<file path="src/rtl/uart_pkg.sv">
// Shared UART definitions: FSM state encoding (common to TX and RX),
// oversampling ratio and the baud divisor used on the bench.
package uart_pkg;

  typedef enum logic [2:0] {
    ST_IDLE,
    ST_START,
    ST_DATA,
    ST_PARITY,
    ST_STOP
  } uart_state_e;

  localparam int OVERSAMPLE     = 16;
  localparam int MY_BAUD_DIV = 25;

  function automatic int max_int(input int a, input int b);
    return (a > b) ? a : b;
  endfunction

endpackage

</file>
<file path="src/rtl/uart_tx_if.sv">
// Byte handshake between the producer and the UART transmitter.
// Signal names follow the transmitter's point of view.
interface uart_tx_if #(
  parameter int NB_DATA = 8
) ();
  logic [NB_DATA-1:0] i_data;
  logic               i_valid;
  logic               o_ready;

  modport master (output i_data, output i_valid, input  o_ready);
  modport slave  (input  i_data, input  i_valid, output o_ready);
endinterface

</file>
<file path="src/rtl/uart_tx.sv">
// UART transmitter: start bit, NB_DATA data bits LSB first, optional parity,
// SB_TICK ticks of stop, all timed by the shared 16x oversampling tick.
module uart_tx
  import uart_pkg::*;
#(
  parameter int NB_DATA    = 8,
  parameter int SB_TICK    = 16,
  parameter int PARITY_EN  = 0,
  parameter int PARITY_ODD = 0
) (
  input  logic      i_clk,
  input  logic      i_rst,
  input  logic      i_tick,
  uart_tx_if.slave  s_if,
  output logic      o_tx,
  output logic      o_done
);

  // Tick counter must reach the longer of a data bit and the stop period.
  localparam int TW = $clog2(max_int(OVERSAMPLE, SB_TICK));
  localparam int BW = (NB_DATA > 1) ? $clog2(NB_DATA) : 1;

  localparam logic [TW-1:0] TBIT_LAST  = TW'(OVERSAMPLE - 1);
  localparam logic [TW-1:0] TSTOP_LAST = TW'(SB_TICK - 1);
  localparam logic [BW-1:0] BIT_LAST   = BW'(NB_DATA - 1);
  localparam logic          PAR_INIT   = (PARITY_ODD != 0);
  localparam bit            HAS_PAR    = (PARITY_EN != 0);

  uart_state_e        r_state;
  logic [TW-1:0]      r_tcnt;
  logic [BW-1:0]      r_nbit;
  logic [NB_DATA-1:0] r_shift;
  logic               r_par;
  logic               r_tx;
  logic               r_ready;
  logic               r_done;

  logic w_hs;
  logic w_bit_end;
  logic w_stop_end;
  logic w_last_bit;

  assign w_hs       = s_if.i_valid & r_ready;
  assign w_bit_end  = i_tick & (r_tcnt == TBIT_LAST);
  assign w_stop_end = i_tick & (r_tcnt == TSTOP_LAST);
  assign w_last_bit = (r_nbit == BIT_LAST);

  assign s_if.o_ready = r_ready;
  assign o_tx         = r_tx;
  assign o_done       = r_done;

  // Frame sequencer; o_tx is loaded with the level of the state being entered
  // so the line changes on the same edge as the state.
  always_ff @(posedge i_clk) begin
    if (i_rst) begin
      r_state <= ST_IDLE;
      r_tcnt  <= '0;
      r_nbit  <= '0;
      r_shift <= '0;
      r_par   <= 1'b0;
      r_tx    <= 1'b1;
      r_ready <= 1'b1;
      r_done  <= 1'b0;
    end else begin
      r_done <= 1'b0;
      case (r_state)
        ST_IDLE: begin
          // Ticks are ignored here; the start bit is timed from the handshake.
          if (w_hs) begin
            r_shift <= s_if.i_data;
            r_tcnt  <= '0;
            r_nbit  <= '0;
            r_par   <= PAR_INIT;
            r_tx    <= 1'b0;
            r_ready <= 1'b0;
            r_state <= ST_START;
          end
        end
        ST_START: begin
          if (w_bit_end) begin
            r_tcnt  <= '0;
            r_tx    <= r_shift[0];
            r_state <= ST_DATA;
          end else if (i_tick) begin
            r_tcnt <= r_tcnt + 1'b1;
          end
        end
        ST_DATA: begin
          if (w_bit_end) begin
            r_tcnt  <= '0;
            r_shift <= r_shift >> 1;
            r_par   <= r_par ^ r_shift[0];
            r_nbit  <= r_nbit + 1'b1;
            if (!w_last_bit) begin
              r_tx <= r_shift[1];
            end else if (HAS_PAR) begin
              r_tx    <= r_par ^ r_shift[0];
              r_state <= ST_PARITY;
            end else begin
              r_tx    <= 1'b1;
              r_state <= ST_STOP;
            end
          end else if (i_tick) begin
            r_tcnt <= r_tcnt + 1'b1;
          end
        end
        ST_PARITY: begin
          if (w_bit_end) begin
            r_tcnt  <= '0;
            r_tx    <= 1'b1;
            r_state <= ST_STOP;
          end else if (i_tick) begin
            r_tcnt <= r_tcnt + 1'b1;
          end
        end
        ST_STOP: begin
          if (w_stop_end) begin
            r_tcnt  <= '0;
            r_done  <= 1'b1;
            r_ready <= 1'b1;
            r_state <= ST_IDLE;
          end else if (i_tick) begin
            r_tcnt <= r_tcnt + 1'b1;
          end
        end
        default: begin
          r_tcnt  <= '0;
          r_tx    <= 1'b1;
          r_ready <= 1'b1;
          r_state <= ST_IDLE;
        end
      endcase
    end
  end

endmodule

</file>
<file path="src/flat_wrapper.sv">
// flat-port wrapper written by rule: the top's interface ports become plain ports
module uart_tx_flat import uart_pkg::*;
#(
  parameter int NB_DATA    = 8,
  parameter int SB_TICK    = 16,
  parameter int PARITY_EN  = 0,
  parameter int PARITY_ODD = 0
)
  (i_clk, i_rst, i_tick, o_tx, o_done, s_if_i_data, s_if_i_valid, s_if_o_ready);
  uart_tx_if #(.NB_DATA(NB_DATA)) s_if_i ();
  input  logic i_clk;
  input  logic i_rst;
  input  logic i_tick;
  output logic o_tx;
  output logic o_done;
  input wire logic [$bits(s_if_i.i_data)-1:0] s_if_i_data;
  input wire logic [$bits(s_if_i.i_valid)-1:0] s_if_i_valid;
  output wire logic [$bits(s_if_i.o_ready)-1:0] s_if_o_ready;
  assign s_if_i.i_data = s_if_i_data;
  assign s_if_i.i_valid = s_if_i_valid;
  assign s_if_o_ready = s_if_i.o_ready;
  uart_tx #(.NB_DATA(NB_DATA), .SB_TICK(SB_TICK), .PARITY_EN(PARITY_EN), .PARITY_ODD(PARITY_ODD)) u_core (.i_clk(i_clk), .i_rst(i_rst), .i_tick(i_tick), .s_if(s_if_i), .o_tx(o_tx), .o_done(o_done));
endmodule
</file>
<file path="config.mk">
export PLATFORM = sky130hd
export DESIGN_NAME = uart_tx_flat
export DESIGN_NICKNAME = d
export VERILOG_FILES = /design/src/rtl/uart_pkg.sv /design/src/rtl/uart_tx_if.sv /design/src/rtl/uart_tx.sv /design/src/flat_wrapper.sv
export SDC_FILE = /design/constraint.sdc
export NUM_CORES = 1
export LEC_CHECK = 0
export BUFFER_PORTS_ARGS = -buffer_cell sky130_fd_sc_hd__clkbuf_2
export CAP_MARGIN = 20
export CORE_ASPECT_RATIO = 1.1
export CORE_MARGIN = 5
export CORE_UTILIZATION = 55
export DETAILED_ROUTE_END_ITERATION = 8
export GPL_TIMING_DRIVEN = 0
export PLACE_DENSITY = 0.77
export RECOVER_POWER = 50
export SYNTH_ARGS = -nofsm -noshare
export SYNTH_HDL_FRONTEND = slang
export SYNTH_SLANG_ARGS = --single-unit
export TNS_END_PERCENT = 1
</file>
<file path="constraint.sdc">
create_clock -name i_clk -period 1.9 [get_ports i_clk]
set_input_delay 0.19 -clock i_clk [delete_from_list [all_inputs] [get_ports i_clk]]
set_output_delay 0.19 -clock i_clk [all_outputs]
set_load 0.01 [all_outputs]
</file>
==> flow_metrics.env <==
export IMPL_outcome="complete, no violations"
export IMPL_viasPerCell=5.82
export IMPL_crit_path_start_kind="flop"
export IMPL_row_count=17
export IMPL_drive_above_1_share_pct=13.0
export IMPL_start_util_pct=55.8
export IMPL_post_place_ws_ns=0.0930
export IMPL_clock_path_buffers=2
export IMPL_rsz0062_at_grt="no"
export IMPL_regArea_um2=420
export IMPL_die_x_um=52.5
export IMPL_core_area_mm2=0.00196
export IMPL_worst_slack_ns=0.117
export IMPL_synth_xor_area_share_pct=1.61
export IMPL_rr_worst_depth=6
export IMPL_worst_ep_arrival_time_ns=2.03
export IMPL_synth_area_top_cells="dfxtp_1 (39%), a21oi_1 (7.8%), mux2i_1 (7.3%)"
export IMPL_hpwlAfterDp_um=1820
export IMPL_period_minus_slack_ns=1.78
export IMPL_drv_slew=0
export IMPL_ctsHoldBuffers=0
export IMPL_cp_depth=6
export IMPL_fin_setup_tns_ns=0
export IMPL_wl_per_cell_um=14.2
export IMPL_firstDrtPassIters=4
export IMPL_gp_congestion=0.828
export IMPL_synth_simple_area_share_pct=18.1
export IMPL_end_kind="flop"
export IMPL_clock_fmax_mhz=561
export IMPL_hold_violations=0
export IMPL_cts_tree="yes"
export IMPL_ys_seq_elements=21
export IMPL_synth_area_mux_share_pct=8.37
export IMPL_synthAdderAreaFrac_pct=3.44
export IMPL_numPortBuffers=14
export IMPL_synth_top_area_share_pct=38.5
export IMPL_yosys_warnings=0
export IMPL_crit_family="simple AND/OR/NAND/NOR gates"
export IMPL_reg2reg_to="u_core.r_tcnt[0]$_SDFFE_PP0P_"
export IMPL_finalPower_mw=0.835
export IMPL_syn_nets=143
export IMPL_final_area_mm2=0.00122
export IMPL_cts_setup_buffers=0
export IMPL_crit_reg2reg_launch="u_core.r_state[0]$_SDFFE_PP0P_"
export IMPL_critical_path_startpoint="u_core.r_state[0]$_SDFFE_PP0P_"
export IMPL_htreeDepth=1
export IMPL_crit_buf_inv=2
export IMPL_fin_crit_sh_pct=93.9
export IMPL_dr_first_iter_drc_count=13
export IMPL_multi_input_area_um2=622
export IMPL_num_nets_final=162
export IMPL_power_density_mw_per_mm2=683
export IMPL_drv_cap=0
export IMPL_synthesis_instances=128
export IMPL_grt_max_degree=12
export IMPL_synth_compound_area_share_pct=24.9
export IMPL_crit_fanout=10
export IMPL_postRouteAntennaNets=0
export IMPL_via_count=1012
export IMPL_irDropWorstVdd_v=0.000444
export IMPL_cts_root_buf="clkbuf_4"
export IMPL_cts_sinks=21
export IMPL_path_cells="buf_6, or2_0, clkbuf_1, a211o_1, or4_1, a21oi_1"
export IMPL_worstSkewPairLatency_ns=0.31
export IMPL_dieHeight_um=56.7
export IMPL_synth_top_family_by_area="compound AO/OA/AOI/OAI gates"
export IMPL_yosys_area_top_type="dfxtp_1"
export IMPL_power_leakage_nw=0.426
export IMPL_setup_violations=0
export IMPL_wl_um=2480
export IMPL_holdCritPathClass="primary input to flop"
export IMPL_slowest_stage="or4_1"
export IMPL_slew_headroom_pct=55.0
export IMPL_n_antenna_cell=0
export IMPL_drc=0
export IMPL_skew_ns=0.00483
export IMPL_cts_made_buffers=3
export IMPL_grt_overflow_total=0
export IMPL_path_class="flop to flop"
export IMPL_endpoint="u_core.r_tcnt[0]$_SDFFE_PP0P_"
export IMPL_avgSynthCellArea_um2=8.52
export IMPL_synth_area_mm2=0.00109
export IMPL_areaGrowthSynthToFinish_pct=12.2
export IMPL_ctsResizeCount=0
export IMPL_pin_count=15
export IMPL_fillCellCount=192
export IMPL_clk_pin_slew_ns=0.12
export IMPL_crit_path_max_incr_delay_ns=0.41
export IMPL_first_global_vias=985
export IMPL_dieArea_mm2=0.00298
export IMPL_cp_required_ns=2.14
export IMPL_antenna_found_initial=0
export IMPL_place_area_mm2=0.00120
export IMPL_ys_seq_area_share_pct=38.5
export IMPL_track_usage_pct=18.0
export IMPL_r2r_setup_slack_ns=0.12
export IMPL_tightest_slew_ns=0.658
export IMPL_holdWs_ns=0.0792
export IMPL_synth_cell_type_count=36
export IMPL_grt_pass1_wl_um=4080
-- routing by layer --
metal / up-vias / global-route usage [%] / wire length (µm)
li1: 514 / - / -
met1: 469 / 19.3 / 1040
met2: 25 / 32.8 / 1280
met3: 4 / 4.24 / 121
met4: 0 / 6.57 / 39
met5: - / 0 / 0
-- area by class of cell --
type | count | share of cell area [%]
clock buffers | 4 | 2.15
multi-input cells | 95 | 50.8
well taps | 28 | 2.86
plain buffers | 9 | 3.48
inverters | 3 | 0.920
flip-flops and latches | 21 | 34.4
repair buffers | 14 | 5.42
-- per-stage QoR --
step,utilization [%],std cells
floorplan,-,128
global placement,61.1,170
detailed placement,61.1,170
global route,62.5,174
CTS,62.5,174
finish,62.5,174
-- synth_stat cells --
cell / count
dfxtp_1: 21
a21oi_1: 17
a211oi_1: 9
mux2i_1: 8
nand2_1: 8
nor2_1: 8
o21ai_0: 6
clkbuf_1: 5
nand4_1: 4
ha_1: 3
inv_1: 3
nor3_1: 3
nor4b_1: 3
a21o_1: 2
a31oi_1: 2
buf_2: 2
nand3_1: 2
or2_0: 2
or4_1: 2
xnor2_1: 2
a2111oi_0: 1
a211o_1: 1
a221oi_1: 1
and2_1: 1
buf_1: 1
buf_6: 1
mux2_2: 1
nand2b_1: 1
nand3b_1: 1
nor3b_1: 1
o21a_1: 1
o21ai_1: 1
o21bai_1: 1
o22ai_1: 1
o32ai_1: 1
or3_1: 1
-- logic make-up after synthesis --
kind of cell,Yosys count
compound gates,44
xor+xnor,2
fa+ha+maj,3
buf+inv,12
flops,21
mux,9
simple gates,37
-- worst reg2reg max path, cell delays in order (launching register included) --
cell and delay (ns):
dfxtp_1 0.33, buf_6 0.13, or2_0 0.21, clkbuf_1 0.17, a211o_1 0.35, or4_1 0.41
a21oi_1 0.12
-- report_power, final --
| part | leakage (nW) | total (mW) | switching [mW] | internal (mW) |
|---|---|---|---|---|
| registers | 0.172 | 0.480 | 0.0162 | 0.464 |
| logic | 0.239 | 0.137 | 0.0793 | 0.0572 |
| clock network | 0.0150 | 0.219 | 0.137 | 0.0820 |
| total | 0.426 | 0.835 | 0.232 | 0.603 |
-- how the worst min path moves through the flow --
stage / from / endpoint / slack [ns] / cells after the start
after floorplan: i_rst / u_core.o_done$_SDFF_PP0_ / 0.27 / 1
after global placement: i_rst / u_core.o_done$_SDFF_PP0_ / 0.41 / 2
after detailed placement: i_rst / u_core.o_done$_SDFF_PP0_ / 0.42 / 2
after CTS: i_rst / u_core.o_done$_SDFF_PP0_ / 0.08 / 2
after global routing: i_rst / u_core.o_done$_SDFF_PP0_ / 0.08 / 2
final: i_rst / u_core.o_done$_SDFF_PP0_ / 0.08 / 2
-- layout by cell type (no fill, tap or decap), types with 3 or more instances in the layout --
cell type and n:
dfxtp_1 21, mux2i_1 7, o21ai_0 6, nor3_1 3
nor4b_1 3, a21oi_1 17, clkbuf_1 10, a211oi_1 9
nand2_1 8, clkbuf_2 11, nor2_1 7, nand4_1 4
ha_1 3, inv_1 3, clkbuf_4 3
-- state kept, by name, summed over array words and instances (netlist names) --
name,cells
u_core.r_shift,8
u_core.r_state,3
u_core.r_tcnt,4
u_core.o_tx,1
u_core.s_if.o_ready,1
u_core.r_nbit,3
u_core.o_done,1
(Power assumes the default switching activity.)
